File: config.mk
export PLATFORM = sky130hd
export DESIGN_NAME = mem_stage_flat
export DESIGN_NICKNAME = d
export VERILOG_FILES = /design/src/rtl/mem_stage_pkg.sv /design/src/rtl/mem_stage_if.sv /design/src/rtl/mem_load_ext.sv /design/src/rtl/mem_stage.sv /design/src/flat_wrapper.sv
export SDC_FILE = /design/constraint.sdc
export NUM_CORES = 1
export LEC_CHECK = 0
export ABC_AREA = 1
export BUFFER_PORTS_ARGS = -buffer_cell sky130_fd_sc_hd__buf_4
export CAP_MARGIN = 15
export CORE_MARGIN = 1.5
export CORE_UTILIZATION = 40
export DETAILED_ROUTE_END_ITERATION = 12
export PLACE_DENSITY = 0.71
export SYNTH_ARGS = -nofsm -noshare
export SYNTH_HDL_FRONTEND = slang
export SYNTH_SLANG_ARGS = --single-unit
File: constraint.sdc
create_clock -name clk_in -period 4.6 [get_ports clk_in]
set_input_delay 0.69 -clock clk_in [delete_from_list [all_inputs] [get_ports clk_in]]
set_output_delay 0.69 -clock clk_in [all_outputs]
set_load 0.005 [all_outputs]
File: src/rtl/mem_stage_pkg.sv
// Shared definitions for the memory stage: instruction codes, FSM states
// and the byte-count decode used by the byte-serial access engine.
package mem_stage_pkg;

  localparam int INST_IDX_W = 5;

  localparam logic [INST_IDX_W-1:0] INST_NOP = 5'd0;
  localparam logic [INST_IDX_W-1:0] INST_ADD = 5'd1;
  localparam logic [INST_IDX_W-1:0] INST_LB  = 5'd8;
  localparam logic [INST_IDX_W-1:0] INST_LH  = 5'd9;
  localparam logic [INST_IDX_W-1:0] INST_LW  = 5'd10;
  localparam logic [INST_IDX_W-1:0] INST_LBU = 5'd11;
  localparam logic [INST_IDX_W-1:0] INST_LHU = 5'd12;
  localparam logic [INST_IDX_W-1:0] INST_SB  = 5'd13;
  localparam logic [INST_IDX_W-1:0] INST_SH  = 5'd14;
  localparam logic [INST_IDX_W-1:0] INST_SW  = 5'd15;

  localparam logic [2:0] BYTES_NONE = 3'd0;
  localparam logic [2:0] BYTES_B    = 3'd1;
  localparam logic [2:0] BYTES_H    = 3'd2;
  localparam logic [2:0] BYTES_W    = 3'd4;

  typedef enum logic [1:0] {
    ST_IDLE,
    ST_ACCESS,
    ST_DONE
  } state_e;

  // Zero bytes marks a non-memory instruction.
  function automatic logic [2:0] op_bytes(input logic [INST_IDX_W-1:0] op);
    case (op)
      INST_LB, INST_LBU, INST_SB: return BYTES_B;
      INST_LH, INST_LHU, INST_SH: return BYTES_H;
      INST_LW, INST_SW:           return BYTES_W;
      default:                    return BYTES_NONE;
    endcase
  endfunction

  function automatic logic op_is_store(input logic [INST_IDX_W-1:0] op);
    return op inside {INST_SB, INST_SH, INST_SW};
  endfunction

endpackage

File: src/rtl/mem_stage_if.sv
// Byte-wide memory bus between the memory stage (master) and the memory (slave).
interface mem_stage_if #(
  parameter int XLEN   = 32,
  parameter int BYTE_W = 8
);
  logic              mem_req_out;
  logic              mem_we_out;
  logic [XLEN-1:0]   mem_addr_out;
  logic [BYTE_W-1:0] mem_wdata_out;
  logic              mem_ack_in;
  logic [BYTE_W-1:0] mem_rdata_in;

  modport master (
    output mem_req_out, mem_we_out, mem_addr_out, mem_wdata_out,
    input  mem_ack_in, mem_rdata_in
  );

  modport slave (
    input  mem_req_out, mem_we_out, mem_addr_out, mem_wdata_out,
    output mem_ack_in, mem_rdata_in
  );
endinterface

File: src/rtl/mem_load_ext.sv
// Width and sign extension of the assembled load buffer.
module mem_load_ext
  import mem_stage_pkg::*;
#(
  parameter int XLEN   = 32,
  parameter int BYTE_W = 8
) (
  input  logic [INST_IDX_W-1:0] op_in,
  input  logic [XLEN-1:0]       buf_in,
  output logic [XLEN-1:0]       data_out
);

  always_comb begin
    data_out = buf_in;
    case (op_in)
      INST_LB:  data_out = {{(XLEN-BYTE_W){buf_in[BYTE_W-1]}}, buf_in[BYTE_W-1:0]};
      INST_LBU: data_out = {{(XLEN-BYTE_W){1'b0}}, buf_in[BYTE_W-1:0]};
      INST_LH:  data_out = {{(XLEN-2*BYTE_W){buf_in[2*BYTE_W-1]}}, buf_in[2*BYTE_W-1:0]};
      INST_LHU: data_out = {{(XLEN-2*BYTE_W){1'b0}}, buf_in[2*BYTE_W-1:0]};
      default:  data_out = buf_in;
    endcase
  end

endmodule

File: src/rtl/mem_stage.sv
// Pipeline memory stage: serialises loads/stores into little-endian byte
// accesses on a byte-wide bus, stalling the pipeline until the access is done.
module mem_stage
  import mem_stage_pkg::*;
#(
  parameter int XLEN   = 32,
  parameter int BYTE_W = 8
) (
  input  logic                  clk_in,
  input  logic                  rst_in,
  input  logic                  rdy_in,
  input  logic [INST_IDX_W-1:0] instIdx_in,
  input  logic [XLEN-1:0]       memAddr_in,
  input  logic [XLEN-1:0]       valStore_in,
  input  logic                  rdE_in,
  input  logic [4:0]            rdIdx_in,
  input  logic [XLEN-1:0]       rdData_in,
  mem_stage_if.master           mem_bus,
  output logic                  rdE_out,
  output logic [4:0]            rdIdx_out,
  output logic [XLEN-1:0]       rdData_out,
  output logic                  stallReq_out
);

  state_e            state_q, state_d;
  logic [1:0]        k_q, k_d;
  logic [XLEN-1:0]   buf_q, buf_d;

  logic [2:0]        n_bytes;
  logic              is_mem;
  logic              is_store;
  logic              last_byte;
  logic [XLEN-1:0]   ext_data;

  assign n_bytes   = op_bytes(instIdx_in);
  assign is_mem    = (n_bytes != BYTES_NONE);
  assign is_store  = op_is_store(instIdx_in);
  assign last_byte = ({1'b0, k_q} == (n_bytes - 3'd1));

  mem_load_ext #(
    .XLEN   (XLEN),
    .BYTE_W (BYTE_W)
  ) u_load_ext (
    .op_in    (instIdx_in),
    .buf_in   (buf_q),
    .data_out (ext_data)
  );

  always_comb begin
    state_d               = state_q;
    k_d                   = k_q;
    buf_d                 = buf_q;
    mem_bus.mem_req_out   = 1'b0;
    mem_bus.mem_we_out    = 1'b0;
    mem_bus.mem_addr_out  = '0;
    mem_bus.mem_wdata_out = '0;
    stallReq_out          = 1'b0;
    rdE_out               = 1'b0;
    rdIdx_out             = '0;
    rdData_out            = '0;

    case (state_q)
      ST_IDLE: begin
        if (is_mem) begin
          stallReq_out = 1'b1;
          if (rdy_in) begin
            state_d = ST_ACCESS;
            k_d     = '0;
            buf_d   = '0;
          end
        end else begin
          rdE_out    = rdE_in;
          rdIdx_out  = rdIdx_in;
          rdData_out = rdData_in;
        end
      end
      ST_ACCESS: begin
        mem_bus.mem_req_out   = 1'b1;
        mem_bus.mem_we_out    = is_store;
        mem_bus.mem_addr_out  = memAddr_in + {{(XLEN-2){1'b0}}, k_q};
        mem_bus.mem_wdata_out = valStore_in[BYTE_W*int'(k_q) +: BYTE_W];
        stallReq_out          = 1'b1;
        // Acks are only honoured while the pipeline is running.
        if (rdy_in && mem_bus.mem_ack_in) begin
          if (!is_store) begin
            buf_d[BYTE_W*int'(k_q) +: BYTE_W] = mem_bus.mem_rdata_in;
          end
          if (last_byte) begin
            state_d = ST_DONE;
          end else begin
            k_d = k_q + 2'd1;
          end
        end
      end
      ST_DONE: begin
        if (!is_store) begin
          rdE_out    = rdE_in;
          rdIdx_out  = rdIdx_in;
          rdData_out = ext_data;
        end
        if (rdy_in) begin
          state_d = ST_IDLE;
        end
      end
      default: state_d = ST_IDLE;
    endcase

    // Outputs are quiet for as long as reset is held, even in pass-through.
    if (!rst_in) begin
      mem_bus.mem_req_out   = 1'b0;
      mem_bus.mem_we_out    = 1'b0;
      mem_bus.mem_addr_out  = '0;
      mem_bus.mem_wdata_out = '0;
      stallReq_out          = 1'b0;
      rdE_out               = 1'b0;
      rdIdx_out             = '0;
      rdData_out            = '0;
    end
  end

  always_ff @(posedge clk_in or negedge rst_in) begin
    if (!rst_in) begin
      state_q <= ST_IDLE;
      k_q     <= '0;
      buf_q   <= '0;
    end else if (rdy_in) begin
      state_q <= state_d;
      k_q     <= k_d;
      buf_q   <= buf_d;
    end
  end

endmodule

File: src/flat_wrapper.sv
// flat-port wrapper written by rule: the top's interface ports become plain ports
module mem_stage_flat import mem_stage_pkg::*;
#(
  parameter int XLEN   = 32,
  parameter int BYTE_W = 8
)
  (clk_in, rst_in, rdy_in, instIdx_in, memAddr_in, valStore_in, rdE_in, rdIdx_in, rdData_in, rdE_out, rdIdx_out, rdData_out, stallReq_out, mem_bus_mem_req_out, mem_bus_mem_we_out, mem_bus_mem_addr_out, mem_bus_mem_wdata_out, mem_bus_mem_ack_in, mem_bus_mem_rdata_in);
  mem_stage_if #(.XLEN(XLEN), .BYTE_W(BYTE_W)) mem_bus_i ();
  input  logic clk_in;
  input  logic rst_in;
  input  logic rdy_in;
  input  logic [INST_IDX_W-1:0] instIdx_in;
  input  logic [XLEN-1:0] memAddr_in;
  input  logic [XLEN-1:0] valStore_in;
  input  logic rdE_in;
  input  logic [4:0] rdIdx_in;
  input  logic [XLEN-1:0] rdData_in;
  output logic rdE_out;
  output logic [4:0] rdIdx_out;
  output logic [XLEN-1:0] rdData_out;
  output logic stallReq_out;
  output wire logic [$bits(mem_bus_i.mem_req_out)-1:0] mem_bus_mem_req_out;
  output wire logic [$bits(mem_bus_i.mem_we_out)-1:0] mem_bus_mem_we_out;
  output wire logic [$bits(mem_bus_i.mem_addr_out)-1:0] mem_bus_mem_addr_out;
  output wire logic [$bits(mem_bus_i.mem_wdata_out)-1:0] mem_bus_mem_wdata_out;
  input wire logic [$bits(mem_bus_i.mem_ack_in)-1:0] mem_bus_mem_ack_in;
  input wire logic [$bits(mem_bus_i.mem_rdata_in)-1:0] mem_bus_mem_rdata_in;
  assign mem_bus_mem_req_out = mem_bus_i.mem_req_out;
  assign mem_bus_mem_we_out = mem_bus_i.mem_we_out;
  assign mem_bus_mem_addr_out = mem_bus_i.mem_addr_out;
  assign mem_bus_mem_wdata_out = mem_bus_i.mem_wdata_out;
  assign mem_bus_i.mem_ack_in = mem_bus_mem_ack_in;
  assign mem_bus_i.mem_rdata_in = mem_bus_mem_rdata_in;
  mem_stage #(.XLEN(XLEN), .BYTE_W(BYTE_W)) u_core (.clk_in(clk_in), .rst_in(rst_in), .rdy_in(rdy_in), .instIdx_in(instIdx_in), .memAddr_in(memAddr_in), .valStore_in(valStore_in), .rdE_in(rdE_in), .rdIdx_in(rdIdx_in), .rdData_in(rdData_in), .mem_bus(mem_bus_i), .rdE_out(rdE_out), .rdIdx_out(rdIdx_out), .rdData_out(rdData_out), .stallReq_out(stallReq_out));
endmodule
### Word level (Yosys, flattened, before mapping)

Memories as Yosys holds them, arrays and structs flattened.
Cells that the tools add are included.

| operators by class | value |
|---|---|
| add/sub/neg operators | 4 |
| eq/ne operators | 15 |
| shifts and indexed selects | 3 |
| mux-type cells | 38 |
| reduce and logical (&&, ||, !) cells | 8 |

Operator list:

| cell | number |
|---|---|
| 2-to-1 mux 32 bit | 8 |
| case mux 32 bit (2 select lines) | 2 |
| case mux 32 bit (4 select lines) | 1 |
| equality test 5 x 4 -> 1 bit (second input constant) | 7 |
| negation 5 -> 33 bit | 1 |
| variable shift 8 x 33 -> 32 bit (first input constant) | 1 |
| indexed part select 8 x 33 -> 32 bit | 1 |
| adder 32 x 2 -> 32 bit | 1 |
| bitwise mux 32 bit | 1 |
| indexed part select 32 x 6 -> 8 bit | 1 |
| 2-to-1 mux 8 bit | 2 |
| 2-to-1 mux 5 bit | 3 |
| 2-to-1 mux 2 bit | 6 |
| case mux 5 bit (2 select lines) | 1 |
| AND reduction 5 bit | 2 |
| 2-to-1 mux 1 bit | 9 |
| case mux 2 bit (2 select lines) | 2 |
| inequality test 2 x 1 -> 1 bit (second input constant) | 3 |
| nonzero test 3 bit | 2 |
| inequality test 2 bit (second input constant) | 2 |
| case mux 1 bit (2 select lines) | 2 |
| AND reduction 4 bit | 1 |
| equality test 2 x 3 -> 1 bit | 1 |
| 2-to-1 mux 3 bit | 1 |
| other kinds (7) | 7 |

| word-level totals | value |
|---|---|
| register bits | 36 |
| bits in read-only memories | 48 |
| input bits | 119 |
| output and inout bits | 81 |
| word-level logic and storage cells | 72 |
| memories kept | 1 |

Memories:

| name | words | bits a word | read ports | clocked after memory_dff | write ports | RTL line | text |
|---|---|---|---|---|---|---|---|
| (name not given) | 16 | 3 | 1 | 0 | 0 | mem_stage_pkg.sv:31 | `case (op)` |

### Logic depth before layout (Yosys ltp)

Gate-level depths: netlist (run 1).
An unclocked memory read counts as a cell.

| logic depth | value |
|---|---|
| depth after elaboration | 7 |
| depth in mapped cells | 15 |
| mapped depth without buffers | 14 |

### Modules after synthesis

Synthesis (run 1) repeated with hierarchy kept, for this count alone.

| second synthesis, totals | value |
|---|---|
| cell total of the unflattened synthesis | 746 |
| area, all modules | 4554.4 um^2 |

Modules (own cells, without submodules):

| module | times used | cells an instance | area each (um^2) | seq. area each (um^2) |
|---|---|---|---|---|
| mem_stage | 1 | 668 | 4005.1 | 900.9 |
| mem_load_ext | 1 | 78 | 549.3 | 0.0 |

### Least setup slack after synthesis (run 1)

Ideal clock, no wire load.

| timing path | value |
|---|---|
| path kind | input -> output |
| start | input instIdx_in[1] |
| end | output rdData_out[4] |
| arrival time | 2.313 ns |
| data required time | 3.910 ns |
| path slack | 1.597 ns |
| stages on the path | 13 |
| path buffers | 1 |
| cell sequence | inv_1 -> ha_1 -> nand2_1 -> nor2_1 -> a21oi_1 -> ha_1 -> ha_1 -> nand2_1 -> inv_1 -> nand2_1 -> nor2_1 -> buf_2 -> a22o_1 |

| between the ends | value |
|---|---|
| word-level cells in the longest chain between the ends | 6 |
| elaborated cells between the ends (all ways) | 11 |
| classes of those cells | eq/ne: 3; mux: 5; reduce/logical: 2; memory: 1 |

Ends and longest elaborated chain:

| item | RTL line | text |
|---|---|---|
| start: declaration | flat_wrapper.sv:12 | `input logic [INST_IDX_W-1:0] instIdx_in;` |
| memory read (16 x 3 bit) | -- |  |
| 2-to-1 mux 3 bit | mem_stage_pkg.sv:31 |  |
| nonzero test 3 bit | mem_stage.sv:36 | `assign is_mem = (n_bytes != BYTES_NONE);` |
| 2-to-1 mux 32 bit | mem_stage.sv:64 | `if (is_mem) begin` |
| case mux 32 bit (2 select lines) * | mem_stage.sv:62 | `case (state_q)` |
| 2-to-1 mux 32 bit * | mem_stage.sv:109 | `if (!rst_in) begin` |
| end: declaration | flat_wrapper.sv:20 | `output logic [XLEN-1:0] rdData_out;` |

Mark *: on every way between the ends. The rest lies on a longest branch, timed or not.

### Worst setup path after layout (run 1)

| timing path | value |
|---|---|
| start | input instIdx_in[1] |
| end | output rdData_out[0] |

The elaborated chain is that of the path after synthesis.

==> impl_metrics.py, run 1 <==
metrics = {
    "outcome": {
        "outcome": "complete, no violations",
    },
    "clocking": {
        "tritoncts": "done",
        "cts_resized": 0,
        "postCtsSetupRepairBufs": 0,
        "cts-buffers-inserted": 5,
        "insertion_delay_ps": 290,
        "h-tree-depth": 2,
        "clk_path_buf_depth": 2,
        "cts-root-buf": "clkbuf_8",
        "cts.sinks": 36,
        "clk_pin_slew_worst_paths_ps": 70,
        "hold_buffers": 0,
    },
    "global_route": {
        "grt_max_degree": 38,
        "antenna_found_initial": 0,
        "grtUsageTotal": 0.2528,
        "grt-ovfl-total": 0,
        "grt_first_pass_wirelength_um": 22690,
        "grt_pass1_vias": 4701,
    },
    "layout": {
        "instances_no_fill": 1024,
        "finish.instance_area_um2": 5708,
        "nets": 1024,
        "final_core_util": 0.5813,
        "area_growth_pct": 40.59,
        "antenna_cells": 0,
        "drive_above_1_share": 0.2750,
    },
    "place": {
        "dp_hpwl_um": 11520,
        "place_area_um2": 5630,
        "gp_congestion": 0.9077,
        "io_buffers": 199,
        "dpl.cell_count": 1017,
    },
    "synthesis": {
        "synth-edff-count": 0,
        "synthArstFlopShare": 1.000,
        "syn_inst": 702,
        "yosys_register_bits": 36,
        "syn_area_per_cell_um2": 5.784,
        "yosysSeqAreaShare": 0.2219,
        "yosysWarnings": 0,
        "synth_area_um2": 4060,
        "syn-num-nets": 835,
        "synth_flop_cell": "dfrtp_1",
        "synth.distinct_cells": 38,
    },
    "timing": {
        "tns_ps": 0,
        "hold_viol": 0,
        "slew_violations": 0,
        "rsz0062_at_grt": "no",
        "tightest_slew_ps": 885.5,
        "min_period_ps": 3480,
        "fmax_ghz": 0.2874,
        "relSlewSlack": 0.4079,
        "setup-violations-final": 0,
        "skew_ps": 7.283,
        "min_period_over_period": 0.7564,
    },
    "critical_path": {
        "max_stage_delay_ps": 270,
        "worst_setup_path_end_kind": "output port",
        "slowest_stage": "nor2_1",
        "cp.required_ps": 3910,
        "critPathLaunchType": "input pin",
        "cp_cell_sequence": "buf_4 -> inv_1 -> ha_1 -> nand2_1 -> nor2_1 -> a21oi_1 -> ha_1 -> ha_1 -> nand2_1 -> inv_1 -> nand2_1 -> nor2_1 -> buf_4 -> a22o_1 -> buf_4",
        "cp_max_fo": 22,
        "criticalPathCategory": "input pin to output port",
        "cp.arrival_ps": 2790,
    },
    "route": {
        "routed_via_density": 5.072,
        "drtIter0Drc": 248,
        "wl_um": 14000,
        "firstDrtPassIters": 5,
        "final_antenna_net_count": 0,
        "route.detailed.drc": 0,
        "vias": 5194,
        "drt-wirelength-per-cell_um": 13.67,
    },
    "power": {
        "p_leak_nw": 2.798,
        "ir_worst_vdd_uv": 164.0,
        "p_per_area_nw_per_um2": 289.4,
    },
    "run": {
        "drv_cap": 0,
    },
    "floorplan": {
        "die_h_um": 103.8,
        "core-area_um2": 9819,
        "start_util": 0.4135,
        "io_pins": 200,
        "die_x_um": 103.8,
        "fp-row-count": 36,
        "dieArea_um2": 10760,
    },
    "min_path": {
        "hp-class": "input pin to asynchronous set/reset pin",
    },
}
cells by family after synthesis:
family,Yosys count,share of synthesized area
buffers and inverters,82,0.08659
AO/OA/AOI/OAI,118,0.1698
XOR/XNOR,2,0.004315
AND/OR/NAND/NOR,450,0.4724
flip-flops,36,0.2219
adder cells (fa/ha/maj),14,0.04499
Yosys cell counts, types with 2 or more instances:
cell type / instances / area share
a21oi_1: 32 / 0.039
a22o_1: 4 / 0.0086
a31oi_1: 2 / 0.0031
buf_2: 6 / 0.0074
buf_6: 4 / 0.011
clkbuf_1: 9 / 0.0083
clkinv_1: 3 / 0.0028
dfrtp_1: 36 / 0.22
ha_1: 13 / 0.040
inv_1: 54 / 0.050
inv_2: 3 / 0.0028
nand2_1: 224 / 0.21
nand2_2: 6 / 0.0092
nand3_1: 59 / 0.073
nand4_1: 4 / 0.0062
nor2_1: 134 / 0.12
nor2_2: 3 / 0.0046
nor2_4: 2 / 0.0055
nor2_8: 2 / 0.0099
nor3_1: 4 / 0.0049
nor3b_1: 7 / 0.013
o211ai_2: 4 / 0.012
o21a_1: 2 / 0.0037
o21ai_0: 30 / 0.037
o21ai_1: 31 / 0.038
o21ai_2: 11 / 0.024
xnor2_1: 2 / 0.0043
placed cells by master, fill, tap and decap left out:
cell type	count
nand3b_1	1
nor2_1	134
nand2_2	6
nor2_4	2
a21oi_1	32
nor3_1	4
nor2_2	3
nand3_1	59
o211ai_2	4
a22oi_1	1
a22o_1	4
a211oi_1	1
or2_2	1
dfrtp_1	36
nor2_8	2
o21ai_0	30
clkinv_1	3
o21a_1	2
inv_1	54
nand2_1	224
fa_1	1
ha_1	13
o21ai_1	31
nor3b_1	7
nor4_4	1
inv_2	3
clkbuf_1	1
o21ai_2	11
nand4_1	4
nor3_2	1
a31oi_1	2
clkinv_2	1
buf_4	203
clkbuf_8	5
inv_4	1
nand3_4	1
xnor2_1	2
layer usage:
metal	global-route usage	vias to the layer above	wire [um]
met4	0.06052	0	226
met3	0.04154	19	899
met5	0	-	0
met1	0.3259	2337	6076
met2	0.4410	191	6795
li1	-	2647	-
power by group:
part           switching, W  total (W)  internal [W]
combinational      0.000601    0.00101      0.000405
sequential        0.0000710   0.000435      0.000364
clock              0.000108   0.000211      0.000103
total              0.000780    0.00165      0.000872
final cells by class:
cell class / count / area (um^2)
clock buffer: 6 / 72.57
clock inverter: 1 / 5.005
multi-input combinational: 584 / 2808
tap: 133 / 166.4
sequential: 36 / 900.9
fill: 1026 / 4111
inverter: 61 / 231.5
timing repair buffer: 203 / 1524
final timing paths:
kind,start,endpoint,slack [ps],cells past startpoint
worst max-delay path,instIdx_in[1],rdData_out[0],1120,15
worst min-delay path,rst_in,u_core.buf_q[29]$_DFFE_PN0P_,460,2
worst max register to register,u_core.k_q[0]$_DFFE_PN0P_,u_core.buf_q[3]$_DFFE_PN0P_,1500,6
worst min register to register,u_core.buf_q[10]$_DFFE_PN0P_,u_core.buf_q[10]$_DFFE_PN0P_,490,2
max in group asynchronous,rst_in,u_core.buf_q[31]$_DFFE_PN0P_,3800,2
min in group clk_in,u_core.buf_q[10]$_DFFE_PN0P_,u_core.buf_q[10]$_DFFE_PN0P_,490,2
metrics by stage:
step	power (W)	hold WS, ps	setup WS, ps
final	0.001652	461.6	1120
after global routing	0.001793	499.4	898.2
after CTS	0.001660	488.0	1127
after detailed placement	0.001446	473.9	1138
after global placement	0.001428	469.5	1216
after floorplan	0.001039	394.4	1597
flip-flops by register name (all words and copies together), names as in the netlist:
name	cells
u_core.k_q	2
u_core.state_q	2
u_core.buf_q	32
worst max-delay path, delay by kind of cell:
kind | cells | cell delay (ps)
AO/OA/AOI/OAI | 2 | 340
AND/OR/NAND/NOR | 5 | 540
adder cells (fa/ha/maj) | 3 | 630
buffers and inverters | 5 | 600
Note: power is estimated with default switching activity, not from simulation.
==> run 2, diff against run 1 <==
--- a/config.mk
+++ b/config.mk
@@ -11,7 +11,7 @@
 export CORE_MARGIN = 1.5
 export CORE_UTILIZATION = 40
 export DETAILED_ROUTE_END_ITERATION = 12
-export PLACE_DENSITY = 0.71
+export PLACE_DENSITY = 0.74
 export SYNTH_ARGS = -nofsm -noshare
 export SYNTH_HDL_FRONTEND = slang
 export SYNTH_SLANG_ARGS = --single-unit
==> constraint.sdc (replaced) <==
create_clock -name clk_in -period 3 [get_ports clk_in]
set_input_delay 0.45 -clock clk_in [delete_from_list [all_inputs] [get_ports clk_in]]
set_output_delay 0.45 -clock clk_in [all_outputs]
set_load 0.005 [all_outputs]
==> run 2 against run 1 <==
Effect of this change:
- critical path depth up 1
- sequential share of layout area down 0.27 points
- design area up 1.7%
- sequential power up 43%
- sequential cell count did not move
- clock-buffer cell count is the same
- wire length is 1.4% higher
- core utilization grew 1.0 points
==> impl_metrics.py, run 2 (same netlist as run 1, synthesis figures left out) <==
metrics = {
    "critical_path": {
        "r2r_start": "u_core.k_q[1]$_DFFE_PN0P_",
        "rr_worst_depth": 7,
        "cp_cell_sequence": "buf_4 -> inv_2 -> ha_1 -> inv_1 -> nand2_1 -> nand2_1 -> inv_1 -> ha_1 -> ha_1 -> nand2_1 -> inv_1 -> nand2_1 -> nor2_1 -> buf_6 -> a22o_1 -> buf_4",
        "reg2reg_setup_slack_ps": 610,
        "cp_top_family": "adder cells",
        "cp.arrival_ps": 2360,
        "slowest_stage": "ha_1",
        "crit_path_frequent_cell": "nand2_1",
        "cp.depth": 16,
        "cp_num_buf_inv": 7,
        "setup.worst_path.end": "rdData_out[0]",
        "cp.required_ps": 2550,
        "rr_endpoint": "u_core.buf_q[2]$_DFFE_PN0P_",
        "startpoint": "instIdx_in[0]",
        "critPathLaunchType": "input pin",
        "worst_setup_path_end_kind": "output port",
        "max_stage_delay_ps": 280,
        "cp_max_fo": 22,
        "criticalPathCategory": "input pin to output port",
    },
    "floorplan": {
        "fp-row-count": 36,
        "io_pins": 200,
        "die_h_um": 103.8,
        "dieArea_um2": 10760,
        "start_util": 0.4135,
        "core-area_um2": 9819,
        "die_x_um": 103.8,
    },
    "layout": {
        "area_growth_pct": 43.02,
        "drive_above_1_share": 0.2856,
        "nets": 1032,
        "final_cell_mix": "nand2_1 (224), buf_4 (210), nor2_1 (132), nand3_1 (59), inv_1 (53)",
        "n_fill_cell": 975,
        "multi_input_area_um2": 2813,
        "final_common_cell": "nand2_1",
        "largestRegisters": "u_core.buf_q x32, u_core.k_q x2, u_core.state_q x2",
        "ff_latch_area_um2": 900.9,
        "antenna_cells": 0,
        "instances_no_fill": 1033,
        "largest_reg_flops": 32,
        "top_register": "u_core.buf_q",
        "final_core_util": 0.5914,
    },
    "clocking": {
        "clk_pin_slew_worst_paths_ps": 70,
        "tritoncts": "done",
        "cts-root-buf": "clkbuf_8",
        "h-tree-depth": 2,
        "cts.sinks": 36,
        "clk_path_buf_depth": 2,
        "cts-buffers-inserted": 5,
        "insertion_delay_ps": 290,
    },
    "power": {
        "swShare": 0.4553,
        "seq_power_share": 0.234,
        "ir_worst_vdd_uv": 322.1,
        "p_leak_nw": 2.853,
        "p_per_area_nw_per_um2": 458.6,
        "comb_power_share": 0.607,
        "clockPowerShare": 0.159,
        "internal_power_w": 0.001450,
        "p_sw_w": 0.001212,
    },
    "timing": {
        "tightest_slew_ps": 917.2,
        "rsz0062_at_grt": "yes",
        "fmax_ghz": 0.3563,
        "tns_ps": 0,
        "slew_violations": 0,
        "min_period_over_period": 0.9356,
        "hold_viol": 0,
        "relSlewSlack": 0.3867,
        "min_period_ps": 2807,
        "skew_ps": 7.567,
        "setup-violations-final": 0,
        "holdWs_ps": 218.6,
    },
    "global_route": {
        "grt_pass1_vias": 5041,
        "grt_first_pass_wirelength_um": 23450,
        "grt_max_degree": 38,
        "grt-ovfl-total": 0,
        "grtUsageTotal": 0.2599,
        "antenna_found_initial": 0,
    },
    "place": {
        "dpl.cell_count": 1025,
        "gp_congestion": 0.9596,
        "dp_hpwl_um": 11510,
        "io_buffers": 199,
    },
    "min_path": {
        "hp-class": "input pin to asynchronous set/reset pin",
    },
    "route": {
        "route.detailed.drc": 0,
        "drtIter0Drc": 306,
        "final_antenna_net_count": 0,
        "vias": 5310,
        "wl_um": 14190,
        "drt-wirelength-per-cell_um": 13.73,
        "firstDrtPassIters": 4,
        "routed_via_density": 5.140,
    },
    "outcome": {
        "outcome": "complete, no violations",
    },
    "run": {
        "drv_cap": 0,
    },
}
run 2: through the flow:
stage	setup slack, ps	power [W]	instance area (um^2)
floorplan	477.3	0.001592	4060
global placement	223.3	0.002199	5690
detailed placement	130.6	0.002239	5690
CTS	125.5	0.002662	5798
global route	-24.79	0.002879	5807
finish	193.3	0.002663	5807
run 2: worst min-delay path by stage:
stage                                       from  slack (ps)                            to  depth (start not counted)
global route                              rst_in         250  u_core.buf_q[30]$_DFFE_PN0P_                          2
global placement    u_core.buf_q[28]$_DFFE_PN0P_         470  u_core.buf_q[28]$_DFFE_PN0P_                          2
finish                                    rst_in         220  u_core.buf_q[30]$_DFFE_PN0P_                          2
floorplan                                 rst_in         150   u_core.buf_q[0]$_DFFE_PN0P_                          0
detailed placement  u_core.buf_q[27]$_DFFE_PN0P_         470  u_core.buf_q[27]$_DFFE_PN0P_                          2
CTS                                       rst_in         240  u_core.buf_q[30]$_DFFE_PN0P_                          2
run 2: power groups by stage:
stage / Combinational, W / Sequential (W) / Clock, W
after floorplan: 0.000972 / 0.000620 / 0
after global placement: 0.00157 / 0.000628 / 0
after detailed placement: 0.00161 / 0.000629 / 0
after CTS: 0.00162 / 0.000621 / 0.000424
after global routing: 0.00180 / 0.000633 / 0.000447
final: 0.00162 / 0.000622 / 0.000424
run 2: area by class of cell:
type | instances | share of cell area
clock buffer | 6 | 0.01250
clock inverter | 2 | 0.006033
inverter | 61 | 0.03986
multi-input combinational | 584 | 0.4844
sequential | 36 | 0.1551
tap | 133 | 0.02866
timing repair buffer | 211 | 0.2734
run 2: timing repair:
action | 4_1_cts | 5_1_grt
setup endpoints to repair | 0 | 18
hold buffers | 0 | 0
setup buffers | 0 | 0
gates resized for setup | 0 | 4
run 2: per-layer routing:
metal,wire length (um),global-route usage
met2,6827,0.4581
met4,242,0.06052
met3,849,0.03524
met5,0,0
met1,6267,0.3366
==> run 3, diff against run 2 <==
--- a/config.mk
+++ b/config.mk
@@ -5,13 +5,13 @@
 export SDC_FILE = /design/constraint.sdc
 export NUM_CORES = 1
 export LEC_CHECK = 0
-export ABC_AREA = 1
+export ABC_AREA = 0
 export BUFFER_PORTS_ARGS = -buffer_cell sky130_fd_sc_hd__buf_4
 export CAP_MARGIN = 15
 export CORE_MARGIN = 1.5
 export CORE_UTILIZATION = 40
 export DETAILED_ROUTE_END_ITERATION = 12
-export PLACE_DENSITY = 0.74
+export PLACE_DENSITY = 0.77
 export SYNTH_ARGS = -nofsm -noshare
 export SYNTH_HDL_FRONTEND = slang
 export SYNTH_SLANG_ARGS = --single-unit
==> run 3 against run 2 <==
Effect of this change:
- critical path depth fell by 4
- design area is 5.7% lower
- via count decreased by 22%
- clock-buffer cell count stayed put
- non-clock buffer count is 28 higher
- sequential share of layout area increased by 0.94 points
- first-iteration DRC count shrank 34%
- sequential power fell by 0.6%
- cell count fell by 23%
- largest cell class unchanged
- highest routed layer unchanged
==> impl_metrics.py, run 3 <==
metrics = {
    "clocking": {
        "cts.sinks": 36,
        "clk_path_buf_depth": 2,
        "cts-root-buf": "clkbuf_8",
        "h-tree-depth": 2,
        "insertion_delay_ps": 290,
        "cts-buffers-inserted": 5,
        "tritoncts": "done",
        "clk_pin_slew_worst_paths_ps": 70,
    },
    "synthesis": {
        "yosysMostFrequentCell": "nand2_1",
        "synthArstFlopShare": 1.000,
        "synth_top_area_frac": 0.2587,
        "synth_flop_cell": "dfrtp_1",
        "synth_common_cells": "nand2_1 (105), nor2_1 (66), o21ai_0 (40), dfrtp_1 (36), xor2_1 (19)",
        "synth.distinct_cells": 52,
        "synth_area_um2": 3482,
        "synth-edff-count": 0,
        "synth_area_leaders": "dfrtp_1 (26%), nand2_1 (11%), nor2_1 (7.1%)",
        "yosysSeqAreaShare": 0.2587,
        "yosys.area.top_type": "dfrtp_1",
        "syn_inst": 468,
        "syn-num-nets": 601,
        "yosysWarnings": 0,
        "yosys_register_bits": 36,
        "syn_area_per_cell_um2": 7.440,
    },
    "global_route": {
        "grtUsageTotal": 0.2471,
        "antenna_found_initial": 0,
        "grt_pass1_vias": 3837,
        "grt_max_degree": 33,
        "grt_first_pass_wirelength_um": 17910,
        "grt-ovfl-total": 0,
    },
    "place": {
        "dp_slack_ps": -282.6,
        "place_area_um2": 5210,
        "gp_congestion": 0.8419,
        "dpl.cell_count": 778,
        "dp_hpwl_um": 9018,
        "io_buffers": 199,
    },
    "timing": {
        "slew_violations": 0,
        "relSlewSlack": 0.4986,
        "fmax_ghz": 0.3440,
        "min_period_over_period": 0.9689,
        "hold_viol": 0,
        "min_period_ps": 2907,
        "skew_ps": 3.464,
        "fin_ws_ps": 93.42,
        "tightest_slew_ps": 750.5,
        "setup-violations-final": 0,
        "rsz0062_at_grt": "no",
    },
    "power": {
        "internal_power_w": 0.001482,
        "seq_power_share": 0.259,
        "swShare": 0.3795,
        "p_per_area_nw_per_um2": 436.1,
        "p_leak_nw": 2.560,
        "ir_worst_vdd_uv": 227.0,
        "clockPowerShare": 0.175,
        "comb_power_share": 0.566,
        "p_sw_w": 0.0009064,
    },
    "critical_path": {
        "criticalPathCategory": "input pin to output port",
        "max_stage_delay_ps": 280,
        "critPathLaunchType": "input pin",
        "worst_setup_path_end_kind": "output port",
        "setup.worst_path.end": "rdData_out[3]",
        "cp.arrival_ps": 2460,
        "r2r_start": "u_core.state_q[1]$_DFFE_PN0P_",
        "slowest_stage": "a22o_1",
        "startpoint": "instIdx_in[0]",
        "cp_cell_sequence": "buf_4 -> inv_2 -> ha_1 -> or2_4 -> a21boi_2 -> inv_2 -> ha_4 -> ha_4 -> and3_4 -> nor2b_4 -> a22o_1 -> buf_6",
        "cp.required_ps": 2550,
        "rr_endpoint": "u_core.buf_q[23]$_DFFE_PN0P_",
        "rr_worst_depth": 6,
        "cp_max_fo": 7,
        "reg2reg_setup_slack_ps": 820,
    },
    "layout": {
        "nets": 825,
        "largestRegisters": "u_core.buf_q x32, u_core.k_q x2, u_core.state_q x2",
        "antenna_cells": 0,
        "final_common_cell": "buf_4",
        "instances_no_fill": 798,
        "multi_input_area_um2": 2484,
        "area_growth_pct": 57.28,
        "n_fill_cell": 702,
        "final_cell_mix": "buf_4 (237), nand2_1 (105), nor2_1 (66), o21ai_0 (40), dfrtp_1 (36)",
        "final_core_util": 0.6566,
        "drive_above_1_share": 0.4185,
        "largest_reg_flops": 32,
        "ff_latch_area_um2": 900.9,
        "finish.instance_area_um2": 5477,
        "top_register": "u_core.buf_q",
    },
    "floorplan": {
        "start_util": 0.4175,
        "die_x_um": 96.30,
        "core-area_um2": 8341,
        "io_pins": 200,
        "fp-row-count": 33,
        "die_h_um": 96.30,
        "dieArea_um2": 9274,
    },
    "route": {
        "vias": 4131,
        "final_antenna_net_count": 0,
        "drtIter0Drc": 202,
        "routed_via_density": 5.177,
        "firstDrtPassIters": 6,
        "wl_um": 11760,
        "drt-wirelength-per-cell_um": 14.74,
        "route.detailed.drc": 0,
    },
    "min_path": {
        "hp-class": "input pin to flop",
    },
    "outcome": {
        "outcome": "complete, no violations",
    },
    "run": {
        "drv_cap": 0,
    },
}
==> run 3: cell types whose count changed after synthesis, sizes merged, moves of 8 or more <==
cell	before	now
o21ai	72	60
nor2	141	66
and3	0	15
nand3	60	15
inv	58	13
a21oi	32	13
mux4	0	8
xnor2	2	12
nand2	230	105
xor2	0	19
==> run 3: power groups by stage <==
stage	Clock (W)	Sequential [W]	Combinational [W]
after floorplan	0	0.000610	0.000740
after global placement	0	0.000623	0.00126
after detailed placement	0	0.000623	0.00129
after CTS	0.000424	0.000614	0.00134
after global routing	0.000449	0.000625	0.00148
final	0.000419	0.000618	0.00135
==> run 3: logic make-up (layout without fill, tap and decap cells) <==
logic type | after synthesis | count (layout) | synth area share
xor gates and xnor gates | 31 | 31 | 0.07797
buffers and inverters | 38 | 261 | 0.05210
DFF | 36 | 36 | 0.2587
adders and majority gates | 14 | 14 | 0.05246
AOI/OAI and AO/OA | 95 | 95 | 0.1743
and+or+nand+nor | 242 | 244 | 0.3205
muxes | 12 | 12 | 0.06396
==> run 3: layer usage <==
layer  wire, um  track usage
met3       1010      0.04818
met2       5903       0.4531
met4        170      0.07850
met5          0            0
met1       4678       0.2872
==> run 3: what timing repair did <==
action	CTS	global route
pin swaps	5	5
setup endpoints to repair	27	39
setup buffers	8	1
cloned	2	0
gates resized for setup	5	12
hold buffers	0	1
endpoints found under the hold margin	0	4
==> run 3: layout make-up <==
type	instances	area share
well taps	105	0.02399
clock inverters	2	0.006397
inverters	14	0.009596
multi-input cells	396	0.4535
repair buffers	239	0.3288
flip-flops and latches	36	0.1645
clock buffers	6	0.01325
==> run 3: how the worst min path moves through the flow <==
stage                       from                       endpoint  cells past startpoint
after floorplan           rst_in    u_core.buf_q[0]$_DFFE_PN0P_                      0
after global placement    rst_in  u_core.state_q[1]$_DFFE_PN0P_                      1
after detailed placement  rst_in  u_core.state_q[1]$_DFFE_PN0P_                      1
after CTS                 rst_in  u_core.state_q[1]$_DFFE_PN0P_                      1
after global routing      rdy_in  u_core.state_q[1]$_DFFE_PN0P_                      2
final                     rdy_in  u_core.state_q[1]$_DFFE_PN0P_                      2
==> run 3: worst max-delay path: cells and delay by family <==
| kind | cells | cell delay [ps] |
|---|---|---|
| AO/OA/AOI/OAI | 2 | 460 |
| adder cells (fa/ha/maj) | 3 | 580 |
| buffers and inverters | 4 | 330 |
| AND/OR/NAND/NOR | 3 | 620 |
==> run 3: through the flow <==
step	TNS [ps]	hold WS [ps]	total power (W)
3_5_place_dp	-6161	313.8	0.001916
5_1_grt	0	348.4	0.002558
4_1_cts	0	0.4335	0.002374
2_1_floorplan	0	154.4	0.001349
6_report	0	359.1	0.002388
3_3_place_gp	-4426	314.4	0.001879
